`config.mk`:
```
export PLATFORM = sky130hd
export DESIGN_NAME = decodificador_enderecos
export DESIGN_NICKNAME = d
export VERILOG_FILES = /design/src/rtl/decodificador_enderecos.sv
export SDC_FILE = /design/constraint.sdc
export NUM_CORES = 1
export LEC_CHECK = 0
export CORE_MARGIN = 8
export CORE_UTILIZATION = 55
export DETAILED_ROUTE_END_ITERATION = 10
export PLACE_DENSITY = 0.8
export SYNTH_ARGS = -nofsm -noshare
export SYNTH_HDL_FRONTEND = slang
export SYNTH_SLANG_ARGS = --single-unit
```
`constraint.sdc`:
```
create_clock -name clock -period 3.1 [get_ports clock]
set_input_delay 0.62 -clock clock [delete_from_list [all_inputs] [get_ports clock]]
set_output_delay 0.62 -clock clock [all_outputs]
set_load 0.01 [all_outputs]
```
`src/rtl/decodificador_enderecos.sv`:
```
// Physical-to-logical address decoder: recovers (indice, offset) from a 16-bit
// physical address by restoring shift-subtract division by the selected block size.
//
// state     | meaning
// OCIOSO    | idle, waiting for iniciar
// DIVIDINDO | one quotient bit per clock, 16 iterations
// PRONTO    | results registered, valido pulse for one cycle
module decodificador_enderecos #(
   parameter int TAM_BLOCO_INSTR = 500,
   parameter int TAM_BLOCO_DADOS = 100,
   parameter int MAX_INDICE      = 31
) (
   input  logic        clock,
   input  logic        reset,
   input  logic        iniciar,
   input  logic        regiao,
   input  logic [15:0] enderecoFisico,
   output logic        ocupado,
   output logic        valido,
   output logic [4:0]  indice,
   output logic [15:0] offset,
   output logic        erro
);

   localparam logic [1:0] OCIOSO    = 2'd0;
   localparam logic [1:0] DIVIDINDO = 2'd1;
   localparam logic [1:0] PRONTO    = 2'd2;

   logic [1:0]  r_estado;
   logic [15:0] r_dividendo;
   logic [16:0] r_divisor;
   logic [16:0] r_resto;
   logic [15:0] r_quociente;
   logic [3:0]  r_contador;
   logic [4:0]  r_indice;
   logic [15:0] r_offset;
   logic        r_erro;

   logic [16:0] w_resto_desloc;
   logic        w_subtrai;
   logic [16:0] w_resto_novo;
   logic [15:0] w_quoc_novo;
   logic        w_estouro;

   always_comb begin
      w_resto_desloc = {r_resto[15:0], r_dividendo[r_contador]};
      w_subtrai      = (w_resto_desloc >= r_divisor);
      w_resto_novo   = w_subtrai ? (w_resto_desloc - r_divisor) : w_resto_desloc;
      w_quoc_novo    = r_quociente;
      w_quoc_novo[r_contador] = w_subtrai;
      w_estouro      = (w_quoc_novo > 16'(MAX_INDICE));
   end

   always_ff @(posedge clock) begin
      if (!reset) begin
         r_estado    <= OCIOSO;
         r_dividendo <= '0;
         r_divisor   <= '0;
         r_resto     <= '0;
         r_quociente <= '0;
         r_contador  <= '0;
         r_indice    <= '0;
         r_offset    <= '0;
         r_erro      <= 1'b0;
      end else begin
         case (r_estado)
            OCIOSO: begin
               if (iniciar) begin
                  r_dividendo <= enderecoFisico;
                  r_divisor   <= regiao ? 17'(TAM_BLOCO_DADOS) : 17'(TAM_BLOCO_INSTR);
                  r_resto     <= '0;
                  r_quociente <= '0;
                  r_contador  <= 4'd15;
                  r_estado    <= DIVIDINDO;
               end
            end
            DIVIDINDO: begin
               r_resto     <= w_resto_novo;
               r_quociente <= w_quoc_novo;
               if (r_contador == 4'd0) begin
                  // Indices beyond the 5-bit field saturate and flag erro.
                  r_offset <= w_resto_novo[15:0];
                  r_erro   <= w_estouro;
                  r_indice <= w_estouro ? 5'(MAX_INDICE) : w_quoc_novo[4:0];
                  r_estado <= PRONTO;
               end else begin
                  r_contador <= r_contador - 4'd1;
               end
            end
            PRONTO:  r_estado <= OCIOSO;
            default: r_estado <= OCIOSO;
         endcase
      end
   end

   assign ocupado = (r_estado == DIVIDINDO);
   assign valido  = (r_estado == PRONTO);
   assign indice  = r_indice;
   assign offset  = r_offset;
   assign erro    = r_erro;

endmodule

```
==> results.yml, run 1 <==
outcome:
  status: "finished, final reports clean"
cells_and_area:
  final_nets: 503
  nFillCells: 523
  antenna_cells: 0
  syn_to_final_growth_pct: 17.2
  postLayoutCellArea_um2: 4240
  drive_gt1_share_pct: 7.98
global_route:
  grt_pass1_wl_mm: 14.3
  grt_pass1_vias: 3102
  globalRouteOverflowTotal: 0
  grt_usage_pct: 18.0
  grt_antenna_before_repair: 0
  grt_start_max_net_pins: 42
clocking:
  clk_pin_slew_ns: 0.07
  clockRootBuffer: "clkbuf_8"
  post_cts_resize_count: 0
  hold_buffers: 0
  clock_latency_ns: 0.34
  cts_max_level: 3
  clock-sinks: 77
  tritoncts: "yes"
  cts_setup_buffers: 0
  cts_buffer_depth: 2
  numCtsBuffers: 9
yosys:
  synth.area.top_cells: "dfxtp_1, nand2_1, a21oi_1, o21ai_0, ha_1"
  synth_cells: 437
  synth_common_cells: "dfxtp_1, nand2_1, a21oi_1"
  synth_top_area_cell: "dfxtp_1"
  synth_warnings: 0
  syn_area_um2: 3620
  syn-num-nets: 469
  synthArstFlopShare_pct: 0
  postSynthAreaPerCell_um2: 8.28
  synth_edf_count: 0
  synth_top_area_share_pct: 42.6
  ys_seq_area_share_pct: 42.6
  yosys.cell_types.count: 46
  synth_top_flop_cell: "dfxtp_1"
  yosysMostFrequentCell: "dfxtp_1"
  yosys_register_bits: 77
detailed_routing:
  ant_nets: 0
  wl_per_cell_um: 14.9
  vias: 3122
  drtIter0Drc: 113
  drtPass1Iterations: 4
  wl_mm: 8.25
  vias_per_cell: 5.65
  drc: 0
timing:
  finalCritPeriodShare_pct: 89.7
  worst_pin_slew_ns: 0.922
  tns_ns: 0
  drv_slew: 0
  relSlewSlack_pct: 38.3
  post-route-min-period_ns: 2.78
  hold_viol: 0
  finClkSkew_ns: 0.00667
  rsz0062_at_grt: "false"
  max_freq_mhz: 360
  setup_viol: 0
worst_hold_path:
  hp-class: "reg -> reg"
  whs_path_depth: 2
  hold_start: "r_dividendo[10]"
  whs_endpoint: "r_dividendo[10]"
setup_path:
  start_kind: "register"
  cp.arrival_ns: 3.06
  r2r_end: "indice[3]"
  critPathMaxFanout: 9
  endpoint_kind: "register"
  criticalPathCategory: "reg -> reg"
  timing.rr.start: "r_contador[1]"
  reg2reg_slack_ns: 0.32
  required_ns: 3.38
  rr_worst_depth: 8
run:
  drv_cap: 0
placed_design:
  gp_congestion: 0.863
  dpl.hpwl_mm: 5.68
  port_buffers: 43
  placed_area_um2: 4070
power_and_ir_drop:
  power_mw: 3.53
  powerDensity_nw_per_um2: 832
  power_leakage_nw: 1.67
  peakVddDrop_mv: 0.558
floorplan:
  die_y_um: 97.1
  die_area_um2: 9430
  io-pin-count: 44
  row_count: 29
  die_x_um: 97.1
  initial_core_util_pct: 57.0
  core_region_area_um2: 6350
[final cells by class]
class / count / area, um2 / area share (%)
repair buffers: 53 / 505 / 11.9
clock inverters: 4 / 22.5 / 0.531
multi-input cells: 318 / 1880 / 44.2
inverters: 12 / 45.0 / 1.06
well taps: 77 / 96.3 / 2.27
flip-flops and latches: 77 / 1540 / 36.4
clock buffers: 12 / 155 / 3.66
[state kept, by name, summed over array words and instances (netlist names)]
signal and flops:
r_dividendo 16, r_contador 4, offset 16, r_estado 2, indice 5, r_resto 16, r_quociente 15, erro 1
r_divisor 2
[cells by family (layout without fill, tap and decap cells)]
family          count (synthesis)  count (layout)  share of synthesized area [%]
simple gates                  146             146                           18.0
buf+inv                        42              81                           5.57
xor+xnor                       10              10                           2.42
flops                          77              77                           42.6
compound gates                136             136                           21.4
fa+ha+maj                      12              12                           4.15
mux                            14              14                           5.95
[layout by cell type (no fill, tap or decap), types with 5 or more instances in the layout]
cell type,instances
a211oi_1,5
a21oi_1,55
a21oi_2,6
a2bb2oi_1,5
and3_1,5
buf_4,10
clkbuf_8,11
clkdlybuf4s50_1,43
dfxtp_1,76
ha_1,12
inv_1,10
mux2i_1,8
nand2_1,75
nand3_1,13
nor2_1,24
nor2b_1,6
nor3_1,6
o21ai_0,47
xor2_1,8
[how the worst max path moves through the flow]
stage                  start           to  slack, ns
2_1_floorplan  r_contador[1]  r_resto[14]       0.47
3_3_place_gp   r_contador[1]  r_resto[12]       0.29
3_5_place_dp   r_contador[1]    indice[3]       0.20
4_1_cts        r_contador[1]    indice[3]       0.18
5_1_grt        r_contador[1]  r_resto[10]       0.13
6_report       r_contador[1]    indice[3]       0.32
[power breakdown]
| group | switching, mW | internal (mW) | total, mW |
|---|---|---|---|
| Clock | 0.357 | 0.331 | 0.687 |
| Combinational | 0.982 | 0.643 | 1.63 |
| Sequential | 0.109 | 1.11 | 1.22 |
[critical path, stage by stage (launching register included)]
cell and delay (ns):
dfxtp_2 0.44, mux4_1 0.56, mux4_2 0.53, o31ai_2 0.32, or3_1 0.16, buf_4 0.16
mux2i_1 0.09, and3_1 0.28, a21oi_2 0.17
[through the flow]
step | setup slack [ns] | util [%] | instances | hold slack, ns
3_5_place_dp | 0.204 | 64.0 | 537 | 0.449
6_report | 0.320 | 66.8 | 553 | 0.455
2_1_floorplan | 0.471 | - | 437 | 0.429
4_1_cts | 0.176 | 66.8 | 553 | 0.460
5_1_grt | 0.134 | 66.8 | 553 | 0.479
3_3_place_gp | 0.290 | 64.0 | 537 | 0.446
[per-layer routing]
metal  track usage, %  vias up  part of all wire (%)
met2             30.4       48                    49
met4             7.34        0                   1.5
met1             21.5     1473                    45
met5                0        -                     0
li1                 -     1590                     -
met3             3.77       11                   3.8
No activity file was read; power rests on OpenSTA's default activity.
==> inputs of run 2 (changes only) <==
--- a/config.mk
+++ b/config.mk
@@ -5,6 +5,7 @@
 export SDC_FILE = /design/constraint.sdc
 export NUM_CORES = 1
 export LEC_CHECK = 0
+export ABC_CLOCK_PERIOD_IN_PS = 3100
 export CORE_MARGIN = 8
 export CORE_UTILIZATION = 55
 export DETAILED_ROUTE_END_ITERATION = 10
==> results of run 2 <==
No change in the layout: final DEF, timing and power equal those of run 1.
